==> src/rtl/retire_scoreboard.sv <==
// retire_scoreboard: in-order FIFO of expected retire events checked against actual MEM/WB events, with counters and first-error capture
module retire_scoreboard #(
  parameter int XLEN        = 32,
  parameter int DEPTH       = 8,
  parameter int CNT_W       = 16,
  parameter int IGNORE_X0   = 1,
  parameter int STOP_ON_ERR = 0
) (
  input  logic                       clk,
  input  logic                       rst,
  input  logic                       clr,
  input  logic                       exp_valid,
  output logic                       exp_ready,
  input  logic                       exp_kind,
  input  logic [4:0]                 exp_tag,
  input  logic [XLEN-1:0]            exp_data,
  input  logic                       act_valid,
  input  logic                       act_kind,
  input  logic [4:0]                 act_tag,
  input  logic [XLEN-1:0]            act_data,
  output logic [CNT_W-1:0]           match_cnt,
  output logic [CNT_W-1:0]           mismatch_cnt,
  output logic [CNT_W-1:0]           underflow_cnt,
  output logic                       err_flag,
  output logic                       first_err_kind,
  output logic [4:0]                 first_err_tag,
  output logic [XLEN-1:0]            first_err_exp,
  output logic [XLEN-1:0]            first_err_act,
  output logic [$clog2(DEPTH):0]     fifo_count,
  output logic                       halted
);
  localparam int AW = $clog2(DEPTH);
  localparam int CW = AW + 1;
  typedef enum logic {RUN, HALT} state_t;
  state_t state_q, state_d;
  logic [XLEN+5:0] mem [DEPTH];
  logic [XLEN+5:0] head;
  logic [AW-1:0] wr_ptr, rd_ptr;
  logic push, drop, cmp, empty, pop, hit, bad, und, err;
  assign head      = mem[rd_ptr];
  assign empty     = fifo_count == '0;
  assign exp_ready = (fifo_count != CW'(DEPTH)) & ~halted;
  assign push      = exp_valid & exp_ready;
  assign drop      = (IGNORE_X0 != 0) & ~act_kind & (act_tag == 5'd0);
  assign cmp       = act_valid & ~halted & ~drop;
  assign pop       = cmp & ~empty;
  assign hit       = pop & (head == {act_kind, act_tag, act_data});
  assign bad       = pop & ~hit;
  assign und       = cmp & empty;
  assign err       = bad | und;
  always_ff @(posedge clk)
    state_q <= (rst | clr) ? RUN : state_d;
  always_comb
    state_d = (err && STOP_ON_ERR != 0) ? HALT : state_q;
  always_comb
    halted = state_q == HALT;
  always_ff @(posedge clk)
    if (push) mem[wr_ptr] <= {exp_kind, exp_tag, exp_data};
  always_ff @(posedge clk) begin
    if (rst | clr) begin
      wr_ptr         <= '0;
      rd_ptr         <= '0;
      fifo_count     <= '0;
      match_cnt      <= '0;
      mismatch_cnt   <= '0;
      underflow_cnt  <= '0;
      err_flag       <= 1'b0;
      first_err_kind <= 1'b0;
      first_err_tag  <= '0;
      first_err_exp  <= '0;
      first_err_act  <= '0;
    end else begin
      if (push) wr_ptr <= wr_ptr + 1'b1;
      if (pop) rd_ptr <= rd_ptr + 1'b1;
      fifo_count <= fifo_count + CW'(push) - CW'(pop);
      if (hit && ~&match_cnt) match_cnt <= match_cnt + 1'b1;
      if (bad && ~&mismatch_cnt) mismatch_cnt <= mismatch_cnt + 1'b1;
      if (und && ~&underflow_cnt) underflow_cnt <= underflow_cnt + 1'b1;
      if (err && !err_flag) begin
        err_flag       <= 1'b1;
        first_err_kind <= act_kind;
        first_err_tag  <= act_tag;
        first_err_exp  <= und ? '0 : head[XLEN-1:0];
        first_err_act  <= act_data;
      end
    end
  end
endmodule

==> config.mk <==
export PLATFORM = sky130hd
export DESIGN_NAME = retire_scoreboard
export DESIGN_NICKNAME = d
export VERILOG_FILES = /design/src/rtl/retire_scoreboard.sv
export SDC_FILE = /design/constraint.sdc
export NUM_CORES = 1
export LEC_CHECK = 0
export CAP_MARGIN = 30
export CORE_MARGIN = 4
export CORE_UTILIZATION = 60
export CTS_CLUSTER_SIZE = 8
export DETAILED_ROUTE_END_ITERATION = 10
export PLACE_DENSITY = 0.95
export SETUP_SLACK_MARGIN = 0.3
export SYNTH_ARGS = -nofsm -noshare
export SYNTH_HDL_FRONTEND = slang
export SYNTH_SLANG_ARGS = --single-unit
==> constraint.sdc <==
create_clock -name clk -period 6.5 [get_ports clk]
set_input_delay 0.975 -clock clk [delete_from_list [all_inputs] [get_ports clk]]
set_output_delay 0.975 -clock clk [all_outputs]
set_load 0.005 [all_outputs]
==> impl_results.md, run 1 <==
* Post-route ant nets at 0
* Met3 GRT Util at 0.07782
* First-pass GRT wire length at 71,680 um
* Fmax at 0.1841 GHz
* CP Capture Type: register
* Setup crit start kind: register
* Avg WL per Cell at 26.48 um
* Worst R2R Path Depth at 11
* Htree depth at 2
* Slew at the pin closest to its max-slew limit at 1.063 ns
* Grt met1 use at 0.3729
* Die Y at 178.7 um
* Routability cong. at 0.8588
* Core Box Area at 28,700 um^2
* Clk pin slew, worst setup/hold paths at 0.06 ns
* Met2 Use GR at 0.4916
* Area Overhead vs Synth at 23.63%
* Cell Chain, Critical Path: buf_4 -> mux2i_1 -> a22o_1 -> a221oi_1 -> xor2_1 -> nor4_1 -> nand4_1 -> o311ai_4 -> buf_4 -> nand3_1 -> o41ai_1
* RSZ-0062 raised after global routing: no
* Routed WL at 49,230 um
* Io pins at 206
* Worst Path Required at 6.92 ns
* Post-synthesis register bit count at 436
* Clock tree buffer depth at 3
* CTS Hold Bufs at 0
* Pin count of the biggest net entering global routing at 84
* Max IR drop VDD at 0.0002053 V
* Period minus WS final at 5.433 ns
* Internal reg-to-reg setup slack at 1.07 ns
* I/O Buffers at 204
* Static leakage at 6.930 nW
* # DRC at 0
* Vias/cell at 6.575
* Fillcell total at 1,544
* Post-CTS Setup Repair Bufs at 0
* Period utilisation layout at 0.8358
* Starting Density at 0.6091
* Vias in the first global route at 11.94k
* Hold Crit Class: reg2reg
* Ys flop type: edfxtp_1
* WP data arrival at 5.85 ns
* Share of layout cells above drive strength 1 at 0.09517
* Commonest non-fill, non-tap cell in the layout: edfxtp_1
* Rel. slew slack at 0.2896
* Die ar. at 31,930 um^2
* Hold path cells at 2
* Maxcap violations at 0
* Nets at 1,523
* Die W at 178.7 um
* Cell area after synthesis at 17,480 um^2
* Synthesized net count at 1,313
* CP Class: reg2reg
* Synth warn at 0
* DR vias at 12.22k
* PD cells at 298.5 nW/um^2
* Detailed Place HPWL at 29,080 um
* Clk Latency, worst-skew pair at 0.57 ns
* PostCTS Resize Cnt at 0
* Row cnt at 62
* Seq/Total Area, Yosys at 0.6733
* Fin. max-slew vios at 0
* Status: complete, no violations
* Post-synth cell types at 56
* CTS tree: done
* Initial antenna violation count at 2
* CP max stage delay at 0.82 ns
* Worst-path fanout max at 72
* GRT Max-Usage Layer: met2
* Min Hold Slack at 0.4614 ns
* CP dominant cell by count: buf_4
* TritonRoute pass-1 iters at 7
* Synth Instances at 1,220
* Avg Cell Area, Syn at 14.33 um^2
* Total global-route track usage at 0.2988
* Final-report hold violation count at 0
* Clk_skew at 0.01983 ns
* Slowest CP cell: dfxtp_4
* Total CTS buffers at 60
* Post-synth ARST share at 0
* Setup TNS at 0 ns
* EDFF count, synth at 304
* Most frequent cells in the layout: edfxtp_1, clkdlybuf4s50_1, dfxtp_1
* Clock Root Buffer: clkbuf_16
* Setup violation total in the final timing report at 0
* DR iter-0 viols at 1,612
* GRT overflow at 0
* Clock sinks at 436
## cells by family (layout without fill, tap and decap cells)
family	count (synthesis)	in the layout	share of synthesized area
flip-flops	436	436	0.6733
AND/OR/NAND/NOR	310	310	0.08782
AO/OA/AOI/OAI	169	169	0.06692
multiplexers	145	145	0.1102
buffers and inverters	91	342	0.02441
XOR/XNOR	56	56	0.02806
adder cells (fa/ha/maj)	12	12	0.009018
other	1	5	0.0002145
## report_power, final
part / internal [mW] / switching (mW) / total, mW
combinational: 0.201 / 0.336 / 0.537
sequential: 3.04 / 0.0327 / 3.07
clock: 1.74 / 1.10 / 2.85
## synth_stat cells (2+ instances only)
master | instances | share of area
a21oi_1 | 19 | 0.0054
a221oi_1 | 5 | 0.0025
a22o_1 | 7 | 0.0035
a22oi_1 | 26 | 0.011
a31o_2 | 2 | 0.0010
a41oi_1 | 2 | 0.0010
and2_1 | 7 | 0.0025
and3_1 | 17 | 0.0061
and4_1 | 2 | 0.0010
buf_1 | 4 | 0.00086
buf_2 | 20 | 0.0057
buf_4 | 6 | 0.0026
buf_6 | 5 | 0.0032
clkbuf_1 | 41 | 0.0088
dfxtp_1 | 132 | 0.15
edfxtp_1 | 304 | 0.52
ha_1 | 11 | 0.0079
inv_1 | 15 | 0.0032
mux2i_1 | 107 | 0.061
mux4_2 | 37 | 0.048
nand2_1 | 75 | 0.016
nand2b_1 | 3 | 0.0011
nand3_1 | 99 | 0.028
nand4_1 | 8 | 0.0029
nor2_1 | 45 | 0.0097
nor2b_1 | 5 | 0.0018
nor3_1 | 7 | 0.0020
nor4_1 | 11 | 0.0039
o2111ai_1 | 4 | 0.0020
o211ai_1 | 2 | 0.00086
o21a_1 | 6 | 0.0026
o21ai_0 | 49 | 0.014
o21ai_1 | 2 | 0.00057
o31ai_1 | 10 | 0.0043
o41ai_1 | 27 | 0.014
or2_2 | 2 | 0.00072
or3_1 | 18 | 0.0064
or4_1 | 6 | 0.0026
xnor2_1 | 25 | 0.013
xor2_1 | 31 | 0.016
## critical path: cells and delay by family, from the launching register on
kind                      cells  cell delay (ns)
buffers and inverters         2             1.42
and+or+nand+nor               3             1.34
AOI/OAI and AO/OA             4             1.27
xor gates and xnor gates      1             0.12
DFF                           1             0.82
muxes                         1             0.21
## state kept, by name, summed over array words and instances, names as in the netlist, 3 cells and up, named ones only
register and flops:
fifo_count 4, first_err_act 32, first_err_exp 32, first_err_tag 5
match_cnt 16, mem 304, mismatch_cnt 16, rd_ptr 3
underflow_cnt 16, wr_ptr 3
## path summary, 6_finish.rpt
check | endpoint | startpoint
max | first_err_exp[21] | register
max reg2reg | first_err_exp[21] | register
min reg2reg | first_err_exp[5] | first_err_exp[5]
min | first_err_exp[5] | first_err_exp[5]
## cell type report
cell class	count	area, um^2	area share
antenna	4	10.01	0.0004631
clock buffer	103	1705	0.07891
inverter	15	56.30	0.002605
timing repair buffer	224	2225	0.1029
tap	384	480.5	0.02223
sequential	436	11780	0.5450
multi-input combinational	693	5356	0.2478
## metrics by stage
step / total power, mW / area, um^2 / instances / util / worst slack [ns]
after floorplan: 3.378 / 17480 / 1220 / - / 2.035
after global placement: 3.598 / 19840 / 1748 / 0.6911 / 1.523
after detailed placement: 3.625 / 19860 / 1749 / 0.6920 / 1.304
after CTS: 6.444 / 21570 / 1852 / 0.7514 / 1.177
after global routing: 6.622 / 21600 / 1855 / 0.7527 / 0.8720
final: 6.452 / 21610 / 1859 / 0.7530 / 1.068
## metal layers
layer	vias up	wire length, um
li1	5120	-
met1	5937	16720
met2	980	24030
met3	182	6195
met4	4	2244
met5	-	26
Note: power is estimated with default switching activity, not from simulation.
==> run 2: changes to the inputs <==
--- a/config.mk
+++ b/config.mk
@@ -7,10 +7,10 @@
 export LEC_CHECK = 0
 export CAP_MARGIN = 30
 export CORE_MARGIN = 4
-export CORE_UTILIZATION = 60
+export CORE_UTILIZATION = 50
 export CTS_CLUSTER_SIZE = 8
 export DETAILED_ROUTE_END_ITERATION = 10
-export PLACE_DENSITY = 0.95
+export PLACE_DENSITY = 0.86
 export SETUP_SLACK_MARGIN = 0.3
 export SYNTH_ARGS = -nofsm -noshare
 export SYNTH_HDL_FRONTEND = slang
==> constraint.sdc (replaced) <==
create_clock -name clk -period 4.73 [get_ports clk]
set_input_delay 0.7095 -clock clk [delete_from_list [all_inputs] [get_ports clk]]
set_output_delay 0.7095 -clock clk [all_outputs]
set_load 0.005 [all_outputs]
==> run 2 against run 1 <==
First-iteration DRC count is 31% lower. Clock power grew 38%. Die area grew 19%.
==> impl_results.md, run 2 (synthesis gave the netlist of run 1 again) <==
* Total global-route track usage at 0.2409
* Htree depth at 2
* Most frequent cells in the layout: edfxtp_1, clkdlybuf4s50_1, dfxtp_1
* Core Box Area at 34,540 um^2
* CTS tree: done
* Fin. max-slew vios at 0
* Share of layout cells above drive strength 1 at 0.1100
* Slew at the pin closest to its max-slew limit at 0.8634 ns
* Hold Crit Class: reg2reg
* CTS Hold Bufs at 0
* Die W at 195.0 um
* Hold path cells at 2
* RSZ-0062 raised after global routing: no
* Clock sinks at 436
* PD cells at 405.0 nW/um^2
* Min Hold Slack at 0.4670 ns
* Clock Root Buffer: clkbuf_16
* Vias/cell at 6.005
* DR vias at 11.70k
* CP Class: reg2reg
* Detailed Place HPWL at 30,770 um
* Cell Chain, Critical Path: buf_12 -> buf_6 -> mux2i_1 -> a22o_1 -> a221oi_1 -> xor2_1 -> nor4_1 -> nand4_1 -> buf_4 -> o311ai_4 -> buf_12 -> buf_12 -> nand3_1 -> o41ai_1
* Worst-path fanout max at 37
* Die ar. at 38,020 um^2
* Clk pin slew, worst setup/hold paths at 0.05 ns
* Commonest non-fill, non-tap cell in the layout: edfxtp_1
* Biggest regs: mem: 304 flops, first_err_act: 32 flops, first_err_exp: 32 flops
* Fmax at 0.2422 GHz
* Static leakage at 7.055 nW
* Crit path depth at 14
* Total CTS buffers at 60
* Crit path buf inv count at 5
* First-pass GRT wire length at 70,760 um
* Period utilisation layout at 0.8730
* Io pins at 206
* CP Capture Type: register
* Final core occ at 0.6350
* Maxcap violations at 0
* Setup violation total in the final timing report at 0
* Routed WL at 47,340 um
* Clock tree buffer depth at 3
* Status: complete, no violations
* GRT overflow at 0
* Avg WL per Cell at 24.30 um
* Setup crit start kind: register
* Clk Latency, worst-skew pair at 0.59 ns
* TritonRoute pass-1 iters at 5
* Die Y at 195.0 um
* Fillcell total at 2,436
* Critical path's top delay family: buffers and inverters
* Row cnt at 68
* Slowest CP cell: dfxtp_4
* I/O Buffers at 204
* # DRC at 0
* Vias in the first global route at 11.74k
* Worst R2R Path Depth at 14
* DR iter-0 viols at 1,114
* Max FFs per register at 304
* Tot Pwr at 8.883 mW
* Final-report hold violation count at 0
* Clk_skew at 0.02796 ns
* Cell area after placement at 20,160 um^2
* PostCTS Resize Cnt at 1
* Rel. slew slack at 0.4230
* Initial antenna violation count at 3
* CP dominant cell by count: buf_12
* Setup TNS at 0 ns
* Final instance area at 21,940 um^2
* Starting Density at 0.5061
* Post-route ant nets at 0
* Nets at 1,541
* WP data arrival at 4.59 ns
* Pin count of the biggest net entering global routing at 95
* Period minus WS final at 4.129 ns
* Post-CTS Setup Repair Bufs at 0
* CP max stage delay at 0.57 ns
* Worst Path Required at 5.19 ns
* Largest Register: mem
* Max IR drop VDD at 0.0003347 V
* Area Overhead vs Synth at 25.48%
* Routability cong. at 0.8234
run 2: changes by cell type in the layout (fill, tap and decap cells not counted), sizes merged:
cell | previous run | this run
buf | 20 | 38
clkinv | 0 | 2
diode | 4 | 2
clkbuf | 103 | 102
inv | 15 | 16
run 2: per-layer routing:
metal,global-route usage,vias up,share of wire
met5,0,-,0.00019
met4,0.08663,2,0.034
met3,0.05487,91,0.095
met2,0.4055,626,0.49
met1,0.3092,5822,0.38
li1,-,5156,-
run 2: final timing paths:
check / start / endpoint / slack [ns]
max: register / first_err_exp[6] / 0.60
max reg2reg: register / first_err_exp[6] / 0.60
min: first_err_act[9] / first_err_act[9] / 0.47
min reg2reg: first_err_act[9] / first_err_act[9] / 0.47
run 2: worst register-to-register path: cells and delay by family, from the launching register on:
family,cells,cell delay (ns)
and+or+nand+nor,3,0.78
buffers and inverters,5,1.32
muxes,1,0.13
AOI/OAI and AO/OA,4,1.07
DFF,1,0.57
xor gates and xnor gates,1,0.12
run 2: per-stage QoR:
| stage | setup slack, ns | cells |
|---|---|---|
| after CTS | 0.4051 | 1946 |
| after floorplan | 0.4945 | 1220 |
| final | 0.6007 | 1948 |
| after detailed placement | 0.4561 | 1841 |
| after global placement | 0.4903 | 1841 |
| after global routing | 0.3068 | 1948 |
run 2: layout make-up:
cell class,count,area (um^2),share of cell area
antenna,2,5.005,0.0002282
clock buffer,102,1679,0.07655
clock inverter,3,66.31,0.003023
inverter,15,56.30,0.002567
multi-input combinational,693,5371,0.2449
sequential,436,11780,0.5371
tap,455,569.3,0.02595
timing repair buffer,242,2406,0.1097
run 2: power breakdown:
group | internal [mW] | switching (mW) | total [mW]
combinational | 0.288 | 0.432 | 0.720
sequential | 4.17 | 0.0514 | 4.22
clock | 2.39 | 1.55 | 3.94
total | 6.85 | 2.03 | 8.88
==> variant (settings of run 2) <==
`DEPTH`: 8 -> 16.
--- a/src/rtl/retire_scoreboard.sv
+++ b/src/rtl/retire_scoreboard.sv
@@ -1,7 +1,7 @@
 // retire_scoreboard: in-order FIFO of expected retire events checked against actual MEM/WB events, with counters and first-error capture
 module retire_scoreboard #(
   parameter int XLEN        = 32,
-  parameter int DEPTH       = 8,
+  parameter int DEPTH       = 16,
   parameter int CNT_W       = 16,
   parameter int IGNORE_X0   = 1,
   parameter int STOP_ON_ERR = 0
Ports: changed (resized fifo_count); port bits go from 206 to 207. The function was not compared with the original's and may differ.
==> variant against run 2 <==
- hold slack lost 0.011 ns
- synthesized area grew 74%
- design area grew 67%
- sequential cell count grew 308
- via count grew 64%
- wire length grew 80%
- worst setup slack lost 0.087 ns
- core utilization shrank 2.8 points
- power grew 78%
- clock power grew 70%
- combinational power grew 140%
- synthesized cell count grew 57%
- critical path type unchanged
==> variant: results (changes against run 2) <==
Share of cells above drive strength 1 = 15.1% (was 11.0%)
1st-iter DRT viols = 2972 (was 1114)
Num CTS Buffers = 102 (was 60)
Slowest stage delay, CP = 0.65 ns (was 0.57 ns)
Total track usage = 25.8% (was 24.1%)
Status = finished, final reports clean (unchanged)
Skew final = 0.0340 ns (was 0.0280 ns)
Worst-Skew Late Latency = 0.66 ns (was 0.59 ns)
DR vias = 19.2k (was 11.7k)
Filler cells = 4064 (was 2436)
Post-synthesis mux area share = 14.7% (was 11.0%)
Syn_nets = 2011 (was 1313)
Largest net degree at the start of global routing = 63 (was 95)
Leak = 11.8 nW (was 7.06 nW)
Seq/Total Area, Yosys = 68.9% (was 67.3%)
Area contributors post-synth = edfxtp_1 60%, dfxtp_1 8.9%, mux4_2 7.1% (was edfxtp_1 52%, dfxtp_1 15%, mux2i_1 6.1%)
Global-route wire length before repair = 124000 um (was 70800 um)
Synth Area in XOR/XNOR = 1.70% (was 2.81%)
Top Registers = mem (608), first_err_act (32), first_err_exp (32) (was mem (304), first_err_act (32), first_err_exp (32))
FF/Latch Area = 21000 um^2 (was 11800 um^2)
Worst-Margin Slew = 1.00 ns (was 0.863 ns)
HPWL Detailed = 51200 um (was 30800 um)
CP arrival = 4.78 ns (was 4.59 ns)
WL final = 85300 um (was 47300 um)
Routability cong. = 0.864 (was 0.823)
[variant: path summary, 6_finish.rpt]
check | from | to | slack (ns) | depth (start not counted)
hold reg to reg | first_err_act[30] | first_err_act[30] | 0.46 | 2
setup reg to reg | flip-flop | first_err_exp[20] | 0.51 | 12
hold / removal | first_err_act[30] | first_err_act[30] | 0.46 | 2
setup / recovery | flip-flop | first_err_exp[20] | 0.51 | 12
[variant: power groups by stage]
stage	logic (mW)	clock network [mW]	registers (mW)
CTS	1.73	6.73	7.35
floorplan	0.999	0	7.43
global placement	1.64	0	7.46
detailed placement	1.70	0	7.47
finish	1.76	6.70	7.35
global route	1.86	7.04	7.36
[variant: cells by family after synthesis]
group,Yosys count
flops,744
compound gates,180
simple gates,475
xor+xnor,59
mux,320
other cells,1
buf+inv,121
fa+ha+maj,15
[variant: repair_timing]
action | 4_1_cts | 5_1_grt
buffers inserted | 0 | 1
resized for setup | 0 | 4
endpoints found under the setup margin | 0 | 73
hold buffers | 0 | 0
[variant: worst max-delay path: cells and delay by family (launching register included)]
kind / cells / cell delay, ns
buffers and inverters: 2 / 0.61
AO/OA/AOI/OAI: 4 / 1.23
multiplexers: 2 / 0.50
flip-flops: 1 / 0.65
AND/OR/NAND/NOR: 4 / 1.12
[variant: layout make-up]
type	instances	area share, %
Inverter	20	0.205
Antenna cell	5	0.0342
Clock buffer	159	7.56
Tap cell	782	2.67
Sequential cell	744	57.3
Timing Repair Buffer	270	7.57
Clock inverter	7	0.366
Multi-Input combinational cell	1050	24.3
[variant: metrics by stage]
| step | worst slack (ns) | cells |
|---|---|---|
| detailed placement | 0.629 | 2865 |
| finish | 0.514 | 3037 |
| floorplan | 0.357 | 1915 |
| CTS | 0.423 | 3031 |
| global placement | 0.668 | 2865 |
| global route | 0.314 | 3035 |
[variant: layer usage]
metal / track usage [%] / vias to the layer above / routed length (um)
li1: - / 7963 / -
met1: 33.4 / 9417 / 29600
met2: 41.7 / 1559 / 40700
met3: 6.33 / 290 / 10900
met4: 11.8 / 6 / 3950
met5: 0 / - / 50
